$ cat src/rtl/stack_ctrl_if.sv
// stack_ctrl_if: request/response bundle between a stack requester and
// stack_ctrl, and from stack_ctrl on to the stack memory.
//   Push, Pop, Clear        : requests (requester -> controller)
//   PushEnbl, PopEnbl       : combinational memory enables
//   TOS, Count              : registered pointer / occupancy
//   Stack_Full/Empty/Error  : registered state flags
interface stack_ctrl_if #(parameter int ADDR_W = 3);
  logic              Push;
  logic              Pop;
  logic              Clear;
  logic              PushEnbl;
  logic              PopEnbl;
  logic [ADDR_W-1:0] TOS;
  logic              Stack_Full;
  logic              Stack_Empty;
  logic              Stack_Error;
  logic [ADDR_W:0]   Count;

  modport master (
    output Push, Pop, Clear,
    input  PushEnbl, PopEnbl, TOS, Stack_Full, Stack_Empty, Stack_Error, Count
  );

  modport slave (
    input  Push, Pop, Clear,
    output PushEnbl, PopEnbl, TOS, Stack_Full, Stack_Empty, Stack_Error, Count
  );
endinterface

$ cat src/rtl/stack_ctrl.sv
// stack_ctrl: control stage ahead of the stack memory. Turns raw push/pop
// requests into memory enables, a top-of-stack address and state flags,
// rejecting push-when-full and pop-when-empty with a sticky error state.
//   clk  : rising-edge clock
//   rst  : asynchronous active-high reset
//   bus  : stack_ctrl_if.slave (requests in, enables/TOS/flags/Count out)
// Address convention: TOS = Count while not full, DEPTH-1 when full. The
// memory writes at TOS and reads at (Stack_Full ? TOS : TOS-1).
module stack_ctrl #(
  parameter int ADDR_W = 3
) (
  input  logic         clk,
  input  logic         rst,
  stack_ctrl_if.slave  bus
);

  localparam logic [ADDR_W:0] DEPTH_C  = {1'b1, {ADDR_W{1'b0}}};
  localparam logic [ADDR_W:0] LAST_CNT = DEPTH_C - 1'b1;
  localparam logic [ADDR_W:0] ONE_CNT  = {{ADDR_W{1'b0}}, 1'b1};

  typedef enum logic [1:0] {EMPTY, NORMAL, FULL, ERROR} state_t;

  state_t state, nxt;

  // Simultaneous Push+Pop is a no-op, so only exclusive requests count.
  logic push_req, pop_req;
  assign push_req = bus.Push & ~bus.Pop;
  assign pop_req  = bus.Pop  & ~bus.Push;

  // Enables are a same-cycle decode; rst drops them immediately.
  always_comb begin
    bus.PushEnbl = ~rst & ~bus.Clear & push_req &
                   ((state == EMPTY) | (state == NORMAL));
    bus.PopEnbl  = ~rst & ~bus.Clear & pop_req &
                   ((state == NORMAL) | (state == FULL));
  end

  always_comb begin
    nxt = state;
    if (bus.Clear) begin
      nxt = EMPTY;
    end else begin
      case (state)
        EMPTY: begin
          if (push_req)     nxt = (bus.Count == LAST_CNT) ? FULL : NORMAL;
          else if (pop_req) nxt = ERROR;
        end
        NORMAL: begin
          if (push_req)     nxt = (bus.Count == LAST_CNT) ? FULL : NORMAL;
          else if (pop_req) nxt = (bus.Count == ONE_CNT) ? EMPTY : NORMAL;
        end
        FULL: begin
          if (push_req)     nxt = ERROR;
          else if (pop_req) nxt = NORMAL;
        end
        default: nxt = ERROR;   // ERROR is left only via Clear or rst
      endcase
    end
  end

  always_ff @(posedge clk or posedge rst) begin
    if (rst) begin
      state           <= EMPTY;
      bus.TOS         <= '0;
      bus.Count       <= '0;
      bus.Stack_Full  <= 1'b0;
      bus.Stack_Empty <= 1'b1;
      bus.Stack_Error <= 1'b0;
    end else begin
      state           <= nxt;
      bus.Stack_Full  <= (nxt == FULL);
      bus.Stack_Empty <= (nxt == EMPTY);
      bus.Stack_Error <= (nxt == ERROR);
      if (bus.Clear) begin
        bus.TOS   <= '0;
        bus.Count <= '0;
      end else if (bus.PushEnbl) begin
        bus.Count <= bus.Count + 1'b1;
        // The push that fills the stack leaves TOS on the last written slot.
        if (nxt != FULL) bus.TOS <= bus.TOS + 1'b1;
      end else if (bus.PopEnbl) begin
        bus.Count <= bus.Count - 1'b1;
        // Popping from FULL read slot TOS itself, which is now the next free slot.
        if (state != FULL) bus.TOS <= bus.TOS - 1'b1;
      end
    end
  end

endmodule

$ cat src/flat_wrapper.sv
// flat-port wrapper written by rule: the top's interface ports become plain ports
module stack_ctrl_flat 
#(
  parameter int ADDR_W = 3
)
  (clk, rst, bus_Push, bus_Pop, bus_Clear, bus_PushEnbl, bus_PopEnbl, bus_TOS, bus_Stack_Full, bus_Stack_Empty, bus_Stack_Error, bus_Count);
  stack_ctrl_if #(.ADDR_W(ADDR_W)) bus_i ();
  input  logic clk;
  input  logic rst;
  input wire logic [$bits(bus_i.Push)-1:0] bus_Push;
  input wire logic [$bits(bus_i.Pop)-1:0] bus_Pop;
  input wire logic [$bits(bus_i.Clear)-1:0] bus_Clear;
  output wire logic [$bits(bus_i.PushEnbl)-1:0] bus_PushEnbl;
  output wire logic [$bits(bus_i.PopEnbl)-1:0] bus_PopEnbl;
  output wire logic [$bits(bus_i.TOS)-1:0] bus_TOS;
  output wire logic [$bits(bus_i.Stack_Full)-1:0] bus_Stack_Full;
  output wire logic [$bits(bus_i.Stack_Empty)-1:0] bus_Stack_Empty;
  output wire logic [$bits(bus_i.Stack_Error)-1:0] bus_Stack_Error;
  output wire logic [$bits(bus_i.Count)-1:0] bus_Count;
  assign bus_i.Push = bus_Push;
  assign bus_i.Pop = bus_Pop;
  assign bus_i.Clear = bus_Clear;
  assign bus_PushEnbl = bus_i.PushEnbl;
  assign bus_PopEnbl = bus_i.PopEnbl;
  assign bus_TOS = bus_i.TOS;
  assign bus_Stack_Full = bus_i.Stack_Full;
  assign bus_Stack_Empty = bus_i.Stack_Empty;
  assign bus_Stack_Error = bus_i.Stack_Error;
  assign bus_Count = bus_i.Count;
  stack_ctrl #(.ADDR_W(ADDR_W)) u_core (.clk(clk), .rst(rst), .bus(bus_i));
endmodule
$ cat config.mk
export PLATFORM = sky130hd
export DESIGN_NAME = stack_ctrl_flat
export DESIGN_NICKNAME = d
export VERILOG_FILES = /design/src/rtl/stack_ctrl_if.sv /design/src/rtl/stack_ctrl.sv /design/src/flat_wrapper.sv
export SDC_FILE = /design/constraint.sdc
export NUM_CORES = 1
export LEC_CHECK = 0
export ABC_AREA = 1
export CORE_MARGIN = 2
export CORE_UTILIZATION = 49
export CTS_CLUSTER_SIZE = 40
export DETAILED_ROUTE_END_ITERATION = 6
export HOLD_SLACK_MARGIN = 0.06
export PLACE_DENSITY = 0.79
export SYNTH_ARGS = -nofsm -noshare
export SYNTH_HDL_FRONTEND = slang
export SYNTH_SLANG_ARGS = --single-unit
$ cat constraint.sdc
create_clock -name clk -period 2.3 [get_ports clk]
set_input_delay 0.23 -clock clk [delete_from_list [all_inputs] [get_ports clk]]
set_output_delay 0.23 -clock clk [all_outputs]
set_load 0.02 [all_outputs]
==> results of run 1 <==
-- cell type report --
class / count / area [um^2] / area share, %
clock buffers: 4 / 26.3 / 2.47
inverters: 20 / 75.1 / 7.07
multi-input cells: 75 / 464 / 43.7
flip-flops and latches: 12 / 302 / 28.4
well taps: 16 / 20.0 / 1.88
repair buffers: 18 / 175 / 16.5
-- Yosys cell counts (all sizes together) --
cell | n | area [um^2]
nand4 | 1 | 12.5
dfstp | 1 | 26.3
clkinv | 1 | 3.75
nor2 | 15 | 61.3
o21ai | 5 | 25.0
fa | 1 | 20.0
nand2 | 23 | 93.8
or2 | 1 | 6.26
o211ai | 3 | 32.5
dfrtp | 11 | 275
inv | 19 | 71.3
nand3 | 14 | 85.1
a21oi | 3 | 26.3
xnor2 | 1 | 8.76
nor3 | 1 | 5.00
ha | 7 | 87.6
-- routing by layer --
| layer | part of all wire, % | routed length, um | global-route usage [%] | up-vias |
|---|---|---|---|---|
| li1 | - | - | - | 384 |
| met1 | 46 | 809 | 26.8 | 349 |
| met2 | 49 | 856 | 31.0 | 14 |
| met3 | 4.1 | 72 | 3.57 | 2 |
| met4 | 0.46 | 8 | 8.24 | 0 |
| met5 | 0 | 0 | 0 | - |
-- flip-flops by register name, indices dropped and copies added (netlist names) --
signal	flops
u_core.bus.Stack_Error	1
u_core.state	2
u_core.bus.Count	4
u_core.bus.Stack_Full	1
u_core.bus.Stack_Empty	1
u_core.bus.TOS	3
-- through the flow --
stage	power, W	util (%)	worst slack (ns)	cell area [um^2]	hold WS, ns
4_1_cts	0.000749	68.1	0.0964	1060	0.340
5_1_grt	0.000799	68.1	0.00268	1060	0.373
3_5_place_dp	0.000611	66.5	0.133	1040	0.497
2_1_floorplan	0.000494	-	0.295	841	0.0940
3_3_place_gp	0.000601	66.5	0.227	1040	0.489
6_report	0.000741	68.1	0.112	1060	0.314
-- power by group --
| group | switching (W) | internal [W] |
|---|---|---|
| Clock | 0.0000686 | 0.0000670 |
| Combinational | 0.000188 | 0.000139 |
| Sequential | 0.0000265 | 0.000252 |
-- worst max-delay path, cell delays in order, from the launching register on --
cell and delay [ns]:
dfrtp_1 0.40, inv_1 0.11, ha_1 0.17, nor2_1 0.06, nor2_1 0.14, nand2_2 0.08
inv_2 0.11, clkdlybuf4s50_1 0.62
-- final timing paths --
| check | from | endpoint |
|---|---|---|
| worst max-delay path | u_core.state[0] | bus_PushEnbl |
| worst min-delay path | rst | u_core.bus.Count[2] |
| worst max register to register | u_core.state[0] | u_core.bus.TOS[2] |
| worst min register to register | u_core.bus.TOS[1] | u_core.bus.TOS[1] |
| max in group asynchronous | rst | u_core.bus.Stack_Empty |
| min in group clk | u_core.bus.TOS[1] | u_core.bus.TOS[1] |
-- cell families after synthesis --
kind of cell	share of synthesized area, %
buffers and inverters	8.93
adders and majority gates	12.8
AOI/OAI and AO/OA	9.97
xor gates and xnor gates	1.04
and+or+nand+nor	31.4
DFF	35.9
==> results by group, run 1 <==
Floorplan
  • Die H: 45.4 um
  • Core area: 1560 um^2
  • Site Rows: 14
  • Effective utilization at floorplan: 53.9%
  • Die Wd: 45.4 um
  • IO Pins: 17
  • Die area: 2060 um^2

Clocking
  • CTS tree: built
  • # H-tree levels: 1
  • Clk_lat worst skew: 0.27 ns
  • Clock slew at reported path FFs: 0.08 ns
  • Root Buffer: clkbuf_4
  • CTS Buffer Depth: 2
  • # Post-CTS Setup Buffers: 0
  • Post-cts sizing count: 0
  • Hold_buf cts: 0
  • Clk sink count: 12
  • TritonCTS Buffers: 3

GRT
  • Total track usage: 19.8%
  • Vias in the first global route: 717
  • First-pass GRT wire length: 2980 um
  • Initial antenna violation count: 0
  • Gr ovfl total: 0
  • Largest net degree at the start of global routing: 13

Synth
  • Yosys reg bits: 12
  • Seq/Total Area, Yosys: 35.9%
  • Mean Syn Cell Area: 7.86 um^2
  • Post-Syn Instances: 107
  • Post-synthesis cell type count: 23
  • Mapped cell area: 841 um^2
  • Yosys Warn Count: 0
  • Post-Syn Nets: 120

STA
  • Layout Skew: 0.0154 ns
  • Period Utilization, post-route: 95.1%
  • Setup violators final: 0
  • Final Hold Viols: 0
  • Slew Limit Fails: 0
  • Min Tclk post-route: 2.19 ns
  • Worst-Margin Slew: 0.475 ns
  • Final TNS setup: 0 ns
  • RSZ-0062 raised after global routing: false
  • Max_slew headroom: 68.3%
  • Fmax: 0.457 GHz

Route
  • Total wire length: 1750 um
  • Vias: 749
  • DR WL/cell: 12.0 um
  • DRT iter0 DRCs: 11
  • DRC: 0
  • Drt first pass iters: 4
  • Final ANT Viol Nets: 0
  • Vias per cell: 5.17

Layout
  • Most common cell after layout, fill and taps aside: nand2_1
  • Share of cells above drive strength 1: 17.1%
  • Fillers: 142
  • Commonest non-fill, non-tap cells in the layout: nand2_1 (20), clkdlybuf4s50_1 (16), inv_1 (15)
  • Final Non-Filler Cells: 145
  • # diodes: 0
  • Final net count: 143
  • Area delta synth->final: 26.3%

Place
  • Post-detail-place hpwl: 1390 um
  • Global placer's final weighted congestion: 0.889
  • IO Port Bufs: 16
  • Inst Count DP: 141

Worst setup path
  • Critical path data arrival time: 1.96 ns
  • Worst setup path category: flip-flop to output port
  • Critical path launch point type: flip-flop
  • Reg2Reg Setup Slack: 0.23 ns
  • Worst path required time: 2.07 ns
  • Crit. End Element: output port
  • CP Max Fanout: 5
  • FF-to-FF path depth: 12

Outcome
  • Outcome: complete, no violations

Power and ir drop
  • Pleak: 0.546 nW
  • Worst vdd ir: 0.464 mV
  • P per Cell Area: 697 nW/um^2

Flow run
  • Max_cap viols: 0

Worst hold path
  • HP Class: input port to asynchronous set/reset pin
(Power assumes the default switching activity.)
==> run 2, diff against run 1 <==
Settings changed: SLEW_MARGIN from default to 20.
==> results of run 2 <==
The final DEF is identical to that of run 1; final timing and power are the same.
==> run 3, diff against run 2 <==
Settings changed: CORE_UTILIZATION 49 to 50, DONT_BUFFER_PORTS from default to 1, GPL_TIMING_DRIVEN from default to 0, PLACE_DENSITY 0.79 to 0.67.
==> results by group, run 3 (same netlist as run 1, synthesis figures left out) <==
STA
  • Final Hold Viols: 0
  • Final TNS setup: 0 ns
  • Hold WS: 0.131 ns
  • Layout Skew: 0.000860 ns
  • Slew Limit Fails: 0
  • Setup violators final: 0
  • Max_slew headroom: 69.0%
  • Fmax: 0.460 GHz
  • Worst-Margin Slew: 0.464 ns
  • Period Utilization, post-route: 94.6%
  • Min Tclk post-route: 2.18 ns

Place
  • Post-detail-place hpwl: 1190 um
  • IO Port Bufs: 0
  • Post-DP Area: 861 um^2
  • Global placer's final weighted congestion: 0.822

Route
  • Final ANT Viol Nets: 0
  • DRC: 0
  • DR WL/cell: 12.0 um
  • Met3 wire length: 97 um
  • Vias: 687
  • DRT iter0 DRCs: 7
  • Drt first pass iters: 4
  • Met2 WL: 722 um
  • DR top layer: met4
  • Vias per cell: 5.17
  • Total wire length: 1590 um
  • Metal-1 WL: 738 um

GRT
  • Initial antenna violation count: 0
  • Largest net degree at the start of global routing: 13
  • First-pass GRT wire length: 2550 um
  • Gr ovfl total: 0
  • Total track usage: 17.7%
  • Vias in the first global route: 604

Layout
  • Most common cell after layout, fill and taps aside: nand2_1
  • # diodes: 0
  • Commonest non-fill, non-tap cells in the layout: nand2_1 (20), inv_1 (15), nor2_1 (12)
  • Final Cell Area: 957 um^2
  • Fillers: 150
  • Layout Utilization: 62.1%
  • Register Area: 302 um^2
  • Multi-input logic area: 474 um^2
  • Final net count: 131
  • Share of cells above drive strength 1: 23.1%
  • Max reg flops: 4
  • Top reg by flops: u_core.bus.Count
  • Area delta synth->final: 13.8%
  • Biggest regs: u_core.bus.Count: 4 flops, u_core.bus.TOS: 3 flops, u_core.state: 2 flops

Clocking
  • TritonCTS Buffers: 3
  • CTS tree: built
  • Clock slew at reported path FFs: 0.07 ns
  • CTS Buffer Depth: 2
  • Root Buffer: clkbuf_4
  • Clk_lat worst skew: 0.27 ns
  • Clk sink count: 12
  • # H-tree levels: 1

Floorplan
  • Die Wd: 45.0 um
  • Effective utilization at floorplan: 54.5%
  • IO Pins: 17
  • Core area: 1540 um^2
  • Site Rows: 14
  • Die H: 45.0 um
  • Die area: 2030 um^2

Worst setup path
  • CP startpoint: u_core.state[1]
  • Critical path launch point type: flip-flop
  • Crit. End Element: flip-flop
  • Worst setup path category: flip-flop to flip-flop
  • Reg2Reg Setup Slack: 0.12 ns
  • Critical path data arrival time: 2.35 ns
  • Worst path required time: 2.47 ns
  • FF-to-FF Start: u_core.state[1]
  • CP Max Fanout: 7

Power and ir drop
  • Total power: 0.000718 W
  • P per Cell Area: 750 nW/um^2
  • Worst vdd ir: 0.535 mV
  • Pleak: 0.516 nW

Outcome
  • Outcome: complete, no violations

Worst hold path
  • Start point of the worst hold path: bus_Clear
  • HP Class: input port to flip-flop

Flow run
  • Max_cap viols: 0
-- run 3: cell types whose count changed in the layout (fill, tap and decap cells not counted), sizes merged --
cell	change
clkdlybuf4s50	-16
dlygate4sd3	+2
buf	+2
-- run 3: where the power goes --
part	total, W	leakage [nW]	switching (W)	internal, W
sequential	0.000323	0.155	0.0000712	0.000252
clock	0.000167	0.0210	0.0000706	0.0000963
combinational	0.000228	0.340	0.000135	0.0000935
total	0.000718	0.516	0.000277	0.000442
-- run 3: critical path: stages (launching register included) --
cell,delay (ns)
dfrtp_1,0.38
inv_1,0.09
ha_1,0.19
nor2_2,0.14
nor2_1,0.07
nand2_2,0.14
inv_2,0.13
fa_1,0.42
xnor2_2,0.15
o21ai_0,0.17
a21oi_1,0.06
nand3_1,0.09
nand2_1,0.06
-- run 3: per-layer routing --
layer	track usage, %	up-vias
li1	-	356
met1	23.6	308
met2	26.6	18
met3	4.80	5
met4	8.82	0
met5	0	-
-- run 3: timing repair --
action,4_1_cts,5_1_grt
setup endpoints to repair,0,1
gates resized for setup,0,2
hold endpoints to repair,13,0
hold buffers,2,0
setup buffers,0,4
-- run 3: metrics by stage --
| stage | setup slack (ns) | cells |
|---|---|---|
| 3_3_place_gp | 0.0842 | 123 |
| 3_5_place_dp | 0.0683 | 123 |
| 5_1_grt | -0.00655 | 133 |
| 2_1_floorplan | 0.295 | 107 |
| 6_report | 0.125 | 133 |
| 4_1_cts | 0.0526 | 129 |
-- run 3: area by class of cell --
class	instances	share of cell area [%]
sequential	12	31.5
timing repair buffer	6	5.23
tap	16	2.09
multi-input combinational	75	49.5
inverter	20	7.84
clock buffer	4	3.79
-- run 3: final timing paths --
kind                                           to  depth (start not counted)
setup / recovery                u_core.bus.TOS[2]                         12
max in group asynchronous  u_core.bus.Stack_Empty                          2
hold / removal                  u_core.bus.TOS[0]                          3
min in group asynchronous         u_core.state[1]                          2
hold reg to reg                 u_core.bus.TOS[1]                          2
setup reg to reg                u_core.bus.TOS[2]                         12
